===== config.mk =====
export PLATFORM = sky130hd
export DESIGN_NAME = acc_sequencer
export DESIGN_NICKNAME = d
export VERILOG_FILES = /design/src/rtl/acc_seq_pkg.sv /design/src/rtl/acc_seq_cnt.sv /design/src/rtl/acc_sequencer.sv
export SDC_FILE = /design/constraint.sdc
export NUM_CORES = 1
export LEC_CHECK = 0
export CAP_MARGIN = 15
export CORE_UTILIZATION = 46
export CTS_CLUSTER_SIZE = 24
export DETAILED_ROUTE_END_ITERATION = 6
export PLACE_DENSITY = 0.77
export RECOVER_POWER = 50
export SKIP_LAST_GASP = 1
export SYNTH_ARGS = -nofsm -noshare
export SYNTH_HDL_FRONTEND = slang
export SYNTH_HIERARCHICAL = 1
export SYNTH_SLANG_ARGS = --single-unit

===== constraint.sdc =====
create_clock -name clk -period 5.7 [get_ports clk]
set_clock_uncertainty 0.15 [all_clocks]
set_input_delay 0.855 -clock clk [delete_from_list [all_inputs] [get_ports clk]]
set_output_delay 0.855 -clock clk [all_outputs]
set_load 0.005 [all_outputs]

===== src/rtl/acc_seq_pkg.sv =====
// Shared types and constants for the accumulator sequencer.
package acc_seq_pkg;

    localparam int W_DEF = 4;

    typedef enum logic [1:0] {
        OP_CLR = 2'd0,
        OP_MUL = 2'd1,
        OP_MAC = 2'd2,
        OP_INC = 2'd3
    } op_t;

    typedef enum logic [1:0] {
        IDLE  = 2'd0,
        CLEAR = 2'd1,
        RUN   = 2'd2,
        RESP  = 2'd3
    } state_t;

endpackage


===== src/rtl/acc_seq_cnt.sv =====
// Loadable W-bit down-counter used as the iteration timer of the sequencer.
module acc_seq_cnt #(
    parameter int W = 4
) (
    input  logic         clk,
    input  logic         rst,
    input  logic         load,
    input  logic         dec,
    input  logic [W-1:0] d,
    output logic [W-1:0] q,
    output logic         is_one
);

    always_ff @(posedge clk) begin
        if (rst) begin
            q <= '0;
        end else if (load) begin
            q <= d;
        end else if (dec && (q != '0)) begin
            q <= q - W'(1);
        end
    end

    assign is_one = (q == W'(1));

endmodule


===== src/rtl/acc_sequencer.sv =====
// Command-driven sequencer for the accumulator datapath: clear, repeated add and
// repeated increment, returning the final value and a sticky carry-out flag.
//
// state | meaning
// IDLE  | waiting for a command, cmd_ready high
// CLEAR | one cycle adding the negated accumulator value so it becomes zero
// RUN   | one add (s1) or increment (s2) step per cycle until the counter hits 1
// RESP  | result presented until rsp_ready
module acc_sequencer
    import acc_seq_pkg::*;
#(
    parameter int W = W_DEF
) (
    input  logic         clk,
    input  logic         rst,
    input  logic         cmd_valid,
    output logic         cmd_ready,
    input  logic [1:0]   cmd_op,
    input  logic [W-1:0] cmd_a,
    input  logic [W-1:0] cmd_b,
    output logic         rsp_valid,
    input  logic         rsp_ready,
    output logic [W-1:0] rsp_data,
    output logic         rsp_ovf,
    output logic         acc_s1,
    output logic         acc_s2,
    output logic [W-1:0] acc_r2,
    input  logic [W-1:0] acc_r1
);

    state_t       state, state_d;
    op_t          op_q;
    logic [W-1:0] a_q;
    logic [W-1:0] b_q;
    logic         ovf_q;

    logic         accept;
    logic         cnt_dec;
    logic [W-1:0] cnt_q;
    logic         cnt_is_one;
    logic         run_carry;
    logic [W:0]   add_sum;

    assign accept  = cmd_valid && (state == IDLE);
    assign add_sum = {1'b0, acc_r1} + {1'b0, a_q};

    acc_seq_cnt #(.W(W)) u_cnt (
        .clk    (clk),
        .rst    (rst),
        .load   (accept),
        .dec    (cnt_dec),
        .d      (cmd_b),
        .q      (cnt_q),
        .is_one (cnt_is_one)
    );

    always_ff @(posedge clk) begin
        if (rst) begin
            state <= IDLE;
            op_q  <= OP_CLR;
            a_q   <= '0;
            b_q   <= '0;
            ovf_q <= 1'b0;
        end else begin
            state <= state_d;
            if (accept) begin
                op_q  <= op_t'(cmd_op);
                a_q   <= cmd_a;
                b_q   <= cmd_b;
                ovf_q <= 1'b0;
            end else if ((state == RUN) && run_carry) begin
                ovf_q <= 1'b1;
            end
        end
    end

    always_comb begin
        state_d   = state;
        cmd_ready = 1'b0;
        rsp_valid = 1'b0;
        rsp_data  = '0;
        rsp_ovf   = 1'b0;
        acc_s1    = 1'b0;
        acc_s2    = 1'b0;
        acc_r2    = '0;
        cnt_dec   = 1'b0;
        run_carry = 1'b0;
        case (state)
            IDLE: begin
                cmd_ready = 1'b1;
                if (cmd_valid) begin
                    if ((op_t'(cmd_op) == OP_CLR) || (op_t'(cmd_op) == OP_MUL)) begin
                        state_d = CLEAR;
                    end else begin
                        state_d = (cmd_b != '0) ? RUN : RESP;
                    end
                end
            end
            CLEAR: begin
                // Carry out of the negation step is deliberately not recorded.
                acc_s1  = 1'b1;
                acc_r2  = ~acc_r1 + W'(1);
                state_d = ((op_q == OP_MUL) && (b_q != '0)) ? RUN : RESP;
            end
            RUN: begin
                cnt_dec = 1'b1;
                if (op_q == OP_INC) begin
                    acc_s2    = 1'b1;
                    run_carry = &acc_r1;
                end else begin
                    acc_s1    = 1'b1;
                    acc_r2    = a_q;
                    run_carry = add_sum[W];
                end
                if (cnt_is_one) begin
                    state_d = RESP;
                end
            end
            RESP: begin
                rsp_valid = 1'b1;
                rsp_data  = acc_r1;
                rsp_ovf   = ovf_q;
                if (rsp_ready) begin
                    state_d = IDLE;
                end
            end
            default: state_d = IDLE;
        endcase
    end

endmodule


After elaboration in Yosys (flattened, before gate mapping)
Index checks and enable logic that the tools add are counted.

storage, ports and cells
  register bits after elaboration = 17
  output and inout port bits = 13

cells by class
  $add $sub $neg = 3
  bitwise gates (word level) = 1
  muxes and demuxes = 22
  eq/ne operators = 10
  reduce and logical (&&, ||, !) cells = 14

operator list
  cell                                                                   number
  4-bit 2-to-1 mux                                                       4
  4-bit nonzero test                                                     3
  1-bit 2-to-1 mux                                                       11
  2-bit 2-to-1 mux                                                       4
  2-bit case mux with 4 select lines                                     1
  4-bit case mux with 2 select lines                                     1
  2-bit by 1-bit equality test with 1-bit output, second input constant  3
  2-bit equality test, second input constant                             3
  2-bit != test, second input constant                                   3
  4-bit by 4-bit adder with 5-bit output                                 1
  4-bit by 1-bit adder with 4-bit output, second input constant          1
  4-bit by 1-bit equality test with 1-bit output, second input constant  1
  1-bit logical AND                                                      4
  2-bit logical NOT                                                      2
  4-bit NOT                                                              1
  4-bit AND reduction                                                    1
  4-bit by 1-bit subtractor with 4-bit output, second input constant     1
  3-bit AND reduction                                                    1
  1-bit case mux with 2 select lines                                     1
  2-bit nonzero test                                                     1
  2-bit OR reduction                                                     1
  1-bit logical OR                                                       1

Logic depth before layout (Yosys ltp)
Gate-level depths: netlist of run 1.

  depth after elaboration = 5
  gate-level depth with buffers = 9
  mapped depth without buffers = 7

Cells and area by module
Netlist of run 1, hierarchy kept.

by module, submodules not included
  module         area an instance (um^2)  cells an instance  instances  seq. area each (um^2)
  acc_sequencer  854.6                    105                1          260.2
  acc_seq_cnt    286.5                    33                 1          80.1

Worst setup path after synthesis of run 1
No wires, ideal clock.

  kind = input -> output
  start = input acc_r1[0]
  end = output acc_r2[2]
  data required time = 4695 ps
  stages on the path = 5
  arrival time = 1398 ps
  path slack = 3297 ps
  buffers on the path = 0
  cell sequence = inv_1 -> ha_1 -> xnor2_1 -> a22oi_1 -> nor2b_1

between the ends
  cells in the longest elaborated chain, start to end = 3

ends and longest elaborated chain
  what                                    RTL line              RTL
  start: declaration                      acc_sequencer.sv:28   input logic [W-1:0] acc_r1
  4-bit NOT                               acc_sequencer.sv:102  acc_r2 = ~acc_r1 + W'(1);
  4-bit by 1-bit adder with 4-bit output  acc_sequencer.sv:102
  4-bit case mux with 2 select lines      acc_sequencer.sv:88   case (state)
  end: declaration                        acc_sequencer.sv:27   output logic [W-1:0] acc_r2,

Every way passes these cells.

Worst setup path in the final report of run 1
Ends and elaborated chain as after synthesis.

==> metrics.csv, run 1 <==
metric,value,unit
routed_wirelength,2.552,mm
yosysSeqAreaShare,0.2982,
cts_resized,0,
fin_nets,199,
synth_area,1141,um^2
synth_area_leaders,"dfxtp_1 30%, ha_1 13%, nand2_1 8.6%, a21oi_1 4.4%, a2111oi_2 3.9%",
path_class,input port to output pin,
dpl.hpwl,1.967,mm
area_growth,29.82,%
crit_top_cell,clkdlybuf4s50_1,
grt_setup_unrepaired,no,
vdd_drop_max,291.6,uV
worst_r2r_startpoint,state[0]$_SDFFE_PP0P_,
postCtsSetupBuffers,0,
layout-drive-gt1-share,0.06548,
cts_max_level,1,
tns,0,ps
drt_iter0_markers,16,
worst_setup_path_end_kind,output pin,
p_comb_frac,0.577,
cellInternalPower,0.0003348,W
clockBufferDepth,2,
core-area,2276,um^2
maxSlewViolCount,0,
ys_types,43,
slowest_delay,570,ps
track_usage,0.2113,
hold_start,b_q[0]$_SDFFE_PP0P_,
worstPathArrival,2540,ps
status,completed,
synth_flop_cell,dfxtp_1,
hold_ws,313.4,ps
globalRouteOverflowTotal,0,
die_width,51.81,um
ant_nets,0,
pwr-share-clk,0.115,
holdPathStages,2,
initial_core_util,0.5014,
cts_tree,yes,
globalplace.congestion,0.8253,
fin_crit,3548,ps
cp.required,4700,ps
die_h,51.81,um
max_freq,281.9,MHz
async_reset_ff_frac,0,
p_sw,0.0002425,W
num_rows,17,
cp_top_family,buffers and inverters,
p_leak,0.5953,nW
power_density,389.7,nW/um^2
diodes,0,
r2r_end,u_cnt/q[0]$_SDFFE_PP0P_,
io_pins,31,
reg2reg_setup_slack,3290,ps
r2r_cells,7,
post-route-period-util,0.6224,
setup_viol,0,
synthCells,138,
crit_fanout,6,
cts-root-buf,clkbuf_4,
yosys_register_bits,17,
numPortBuffers,30,
hold_class,register to register,
synth_top_area_frac,0.2982,
fill_cells,196,
dieArea,2684,um^2
grt_first_pass_wirelength,4.250,mm
setup_ws,2152,ps
drv_cap,0,
hold_viol_final,0,
crit_chain,clkdlybuf4s50_1 -> inv_1 -> ha_1 -> xnor2_1 -> a22oi_1 -> nor2b_1 -> clkdlybuf4s50_1,
worstHoldEndpoint,b_q[0]$_SDFFE_PP0P_,
synth_edf_count,0,
syn_nets,168,
power_frac_seq,0.308,
tightest_slew,835.4,ps
dp_slack,2147,ps
cts_made_buffers,3,
grt_antenna_before_repair,0,
max_slew_margin,0.4413,
clk_latency,290,ps
cpMaxStageDelayCell,clkdlybuf4s50_1,
avgViaCountPerCell,5.602,
synth_area_leader_cell,dfxtp_1,
critPathBufInv,3,
cts_hold_buf,0,
switching_share,0.4201,
path_clk_slew,100,ps
cts_sinks,17,
route.detailed.drc,0,
firstDrtPassIters,4,
critPathLaunchType,input port,
grt_start_max_net_pins,23,
routedWlPerCell,13.02,um
vias,1098,
grt_pass1_vias,1037,
yosys_warnings,6,
syn_avg_cell_area,8.269,um^2
worst register-to-register path: stages (launching register included):
cell and delay (ps):
dfxtp_1 350, inv_1 120, ha_1 200, nand2_1 250, inv_1 580, nor3_1 100
and3_1 210, or3_1 340
metal layers:
| metal | up-vias | global-route usage | part of all wire |
|---|---|---|---|
| met1 | 513 | 0.2554 | 0.49 |
| met5 | - | 0 | 0 |
| met4 | 0 | 0.09910 | 0.011 |
| met3 | 4 | 0.02924 | 0.031 |
| met2 | 21 | 0.3658 | 0.47 |
| li1 | 560 | - | - |
cell type report:
| cell class | count | area (um^2) | share of cell area |
|---|---|---|---|
| Multi-Input combinational cell | 109 | 748.2 | 0.5051 |
| Sequential cell | 17 | 340.3 | 0.2297 |
| Timing Repair Buffer | 30 | 300.3 | 0.2027 |
| Tap cell | 28 | 35.03 | 0.02365 |
| Inverter | 8 | 30.03 | 0.02027 |
| Clock buffer | 3 | 22.52 | 0.01520 |
| Clock inverter | 1 | 5.005 | 0.003378 |
placed cells by master, fill, tap and decap left out, types with 2 or more instances in the layout:
cell type	count
a311o_1	2
and4_1	2
a2111oi_2	2
a21oi_1	10
nor2_1	3
dfxtp_1	17
nor3_1	5
ha_1	12
nor3b_1	2
inv_1	8
nor4_1	2
dlygate4sd3_1	3
nand2_1	26
nor2b_1	5
nand3_1	2
nand2b_1	2
a211oi_1	2
clkdlybuf4s50_1	27
a2111oi_0	2
clkbuf_4	3
a22oi_1	3
and2_1	5
cells in the mapped netlist, types with 2 or more instances:
cell type,n
a211oi_1,2
a311o_1,2
nor4_1,2
clkbuf_1,3
nand2b_1,2
and2_1,5
inv_1,8
nand2_1,26
a21oi_1,10
and4_1,2
a2111oi_2,3
dfxtp_1,17
nor2_1,3
nand3_1,2
ha_1,12
nor2b_1,5
a22oi_1,3
nor3_1,5
nor3b_1,2
sequential cells by signal, summed over array words and instances, names as in the netlist:
signal   count
a_q          4
b_q          4
op_q         2
ovf_q        1
state        2
u_cnt/q      4
logic make-up after synthesis:
| logic type | after synthesis | synth area share |
|---|---|---|
| AOI/OAI and AO/OA | 31 | 0.2116 |
| xor gates and xnor gates | 2 | 0.01535 |
| adders and majority gates | 12 | 0.1316 |
| buffers and inverters | 12 | 0.04057 |
| DFF | 17 | 0.2982 |
| muxes | 1 | 0.008772 |
| and+or+nand+nor | 63 | 0.2939 |
worst max-delay path by stage:
stage	startpoint	endpoint	slack (ps)	cells after the start
floorplan	acc_r1[0]	acc_r2[2]	3300	5
global placement	acc_r1[0]	acc_r2[2]	2210	7
detailed placement	acc_r1[0]	acc_r2[2]	2150	7
CTS	acc_r1[0]	acc_r2[2]	2140	7
global route	acc_r1[0]	acc_r2[2]	2050	7
finish	acc_r1[0]	acc_r2[2]	2150	7
power groups by stage:
stage                     registers (W)  clock network [W]  logic, W
after CTS                      0.000178          0.0000665  0.000337
after global routing           0.000183          0.0000730  0.000378
final                          0.000178          0.0000663  0.000333
after floorplan                0.000172                  0  0.000241
after detailed placement       0.000181                  0  0.000334
after global placement         0.000178                  0  0.000328
per-stage QoR:
stage	power [W]	utilization	cell area, um^2	cells
4_1_cts	0.0005809	0.6537	1488	196
6_report	0.0005773	0.6509	1481	196
3_3_place_gp	0.0005063	0.6416	1460	192
2_1_floorplan	0.0004129	-	1141	138
3_5_place_dp	0.0005145	0.6416	1460	192
5_1_grt	0.0006339	0.6509	1481	196
No activity file was read; power rests on OpenSTA's default activity.
==> run 2: changes to the inputs <==
--- a/config.mk
+++ b/config.mk
@@ -6,10 +6,10 @@
 export NUM_CORES = 1
 export LEC_CHECK = 0
 export CAP_MARGIN = 15
-export CORE_UTILIZATION = 46
+export CORE_UTILIZATION = 43
 export CTS_CLUSTER_SIZE = 24
 export DETAILED_ROUTE_END_ITERATION = 6
-export PLACE_DENSITY = 0.77
+export PLACE_DENSITY = 0.75
 export RECOVER_POWER = 50
 export SKIP_LAST_GASP = 1
 export SYNTH_ARGS = -nofsm -noshare
==> constraint.sdc (replaced) <==
create_clock -name clk -period 3.05 [get_ports clk]
set_clock_uncertainty 0.15 [all_clocks]
set_input_delay 0.4575 -clock clk [delete_from_list [all_inputs] [get_ports clk]]
set_output_delay 0.4575 -clock clk [all_outputs]
set_load 0.005 [all_outputs]
==> run 2 against run 1 <==
Total power grew 89%. Worst hold slack lost 1.9 ps. Core utilization shrank 4.8 points. Clock power grew 76%. Flip-flop and latch count is the same. Critical path depth is the same. Global-route usage shrank 0.66 points. Count of clock-buffer cells in the layout is the same. Register-to-register slack lost 2300 ps. Worst setup slack lost 1900 ps. Final area grew 1.7%. Combinational power grew 93%. Critical path type unchanged. Critical endpoint unchanged. Largest cell class unchanged. Highest routed layer unchanged.
==> metrics.csv, run 2 (synthesized netlist as in run 1, its figures left out) <==
metric,value,unit
crit_top_cell,clkdlybuf4s50_1,
multi_input_area,748.2,um^2
final_common_cell,clkdlybuf4s50_1,
cts-root-buf,clkbuf_4,
fin_nets,203,
worst_r2r_startpoint,state[0]$_SDFFE_PP0P_,
hold_start,b_q[1]$_SDFFE_PP0P_,
routed_wirelength,2.589,mm
clockBufferDepth,2,
r2r_cells,6,
cts_sinks,17,
area_growth,32.02,%
layout-drive-gt1-share,0.07558,
track_usage,0.2047,
core-area,2500,um^2
post-route-period-util,0.9076,
max_slew_margin,0.6519,
grt_antenna_before_repair,0,
postCtsSetupBuffers,0,
initial_core_util,0.4565,
r2r_end,state[0]$_SDFFE_PP0P_,
p_total,0.001092,W
crit_chain,clkdlybuf4s50_1 -> inv_1 -> ha_1 -> xnor2_1 -> a22oi_1 -> nor2b_1 -> clkdlybuf4s50_1,
postPlaceCellArea,1493,um^2
avgViaCountPerCell,5.446,
diodes,0,
dpl.hpwl,1.994,mm
fill_cells,238,
maxSlewViolCount,0,
cts_hold_buf,0,
io_pins,31,
dieArea,2864,um^2
design_area,1506,um^2
tightest_slew,522.1,ps
die_h,53.52,um
cts_resized,0,
register_area,340.3,um^2
grt_setup_unrepaired,no,
numPortBuffers,30,
globalRouteOverflowTotal,0,
drt_iter0_markers,22,
ant_nets,0,
setup_viol,0,
cts_tree,yes,
crit_fanout,6,
p_leak,0.6032,nW
slowest_delay,570,ps
grt_start_max_net_pins,17,
cpMaxStageDelayCell,clkdlybuf4s50_1,
reg2reg_setup_slack,1010,ps
tns,0,ps
status,completed,
path_clk_slew,100,ps
worstHoldEndpoint,b_q[1]$_SDFFE_PP0P_,
top_regs,"a_q x4, b_q x4, u_cnt/q x4",
globalplace.congestion,0.7622,
worstPathArrival,2160,ps
route.detailed.drc,0,
worst_setup_path_end_kind,output pin,
grt_first_pass_wirelength,4.264,mm
fin_crit,2768,ps
hold_class,register to register,
vdd_drop_max,425.9,uV
cp.required,2440,ps
firstDrtPassIters,4,
die_width,53.52,um
max_freq,361.3,MHz
num_rows,18,
grt_pass1_vias,985,
drv_cap,0,
path_class,input port to output pin,
clk_latency,280,ps
vias,1100,
holdPathStages,2,
power_density,724.6,nW/um^2
routedWlPerCell,12.82,um
cts_made_buffers,3,
cts_max_level,1,
hold_viol_final,0,
final_cell_mix,"30 x clkdlybuf4s50_1, 26 x nand2_1, 17 x dfxtp_1",
critPathLaunchType,input port,
[run 2: cell types whose count changed in the layout (fill, tap and decap cells not counted), sizes merged]
cell           change
buf                +2
clkbuf             +2
clkdlybuf4s50      +3
dlygate4sd3        -3
[run 2: how the worst max path moves through the flow]
| stage | startpoint | end | slack [ps] |
|---|---|---|---|
| after floorplan | state[0]$_SDFFE_PP0P_ | u_cnt/q[0]$_SDFFE_PP0P_ | 940 |
| after global placement | acc_r1[0] | acc_r2[2] | 350 |
| after detailed placement | acc_r1[0] | acc_r2[2] | 300 |
| after CTS | acc_r1[0] | acc_r2[2] | 280 |
| after global routing | acc_r1[0] | acc_r2[2] | 150 |
| final | acc_r1[0] | acc_r2[2] | 280 |
[run 2: per-stage QoR]
step	std cells	hold slack (ps)	setup WS, ps	util
5_1_grt	202	350.4	150.6	0.6026
4_1_cts	202	313.5	281.1	0.6081
2_1_floorplan	138	286.0	940.4	-
3_3_place_gp	198	296.6	348.9	0.5971
3_5_place_dp	198	300.2	300.5	0.5971
6_report	202	311.5	282.0	0.6026
[run 2: cell type report]
| type | instances | area share |
|---|---|---|
| timing repair buffer | 34 | 0.2143 |
| multi-input combinational | 109 | 0.4967 |
| sequential | 17 | 0.2259 |
| tap | 30 | 0.02492 |
| clock inverter | 1 | 0.003322 |
| clock buffer | 3 | 0.01495 |
| inverter | 8 | 0.01993 |
[run 2: report_power, final]
group	internal, W	total, W	switching [W]	leakage (nW)
registers	0.000280	0.000332	0.0000516	0.140
logic	0.000308	0.000643	0.000335	0.446
clock network	0.0000486	0.000117	0.0000687	0.0177
[run 2: routing by layer]
metal	vias up	GRT usage	wire length, um
li1	565	-	-
met2	27	0.3271	1185
met5	-	0	0
met1	506	0.2730	1287
met3	2	0.03736	87
met4	0	0.07018	28
[run 2: critical path, delay by kind of cell]
family / cells / cell delay, ps
adder cells (fa/ha/maj): 1 / 210
XOR/XNOR: 1 / 150
AND/OR/NAND/NOR: 1 / 120
AO/OA/AOI/OAI: 1 / 80
buffers and inverters: 3 / 1140
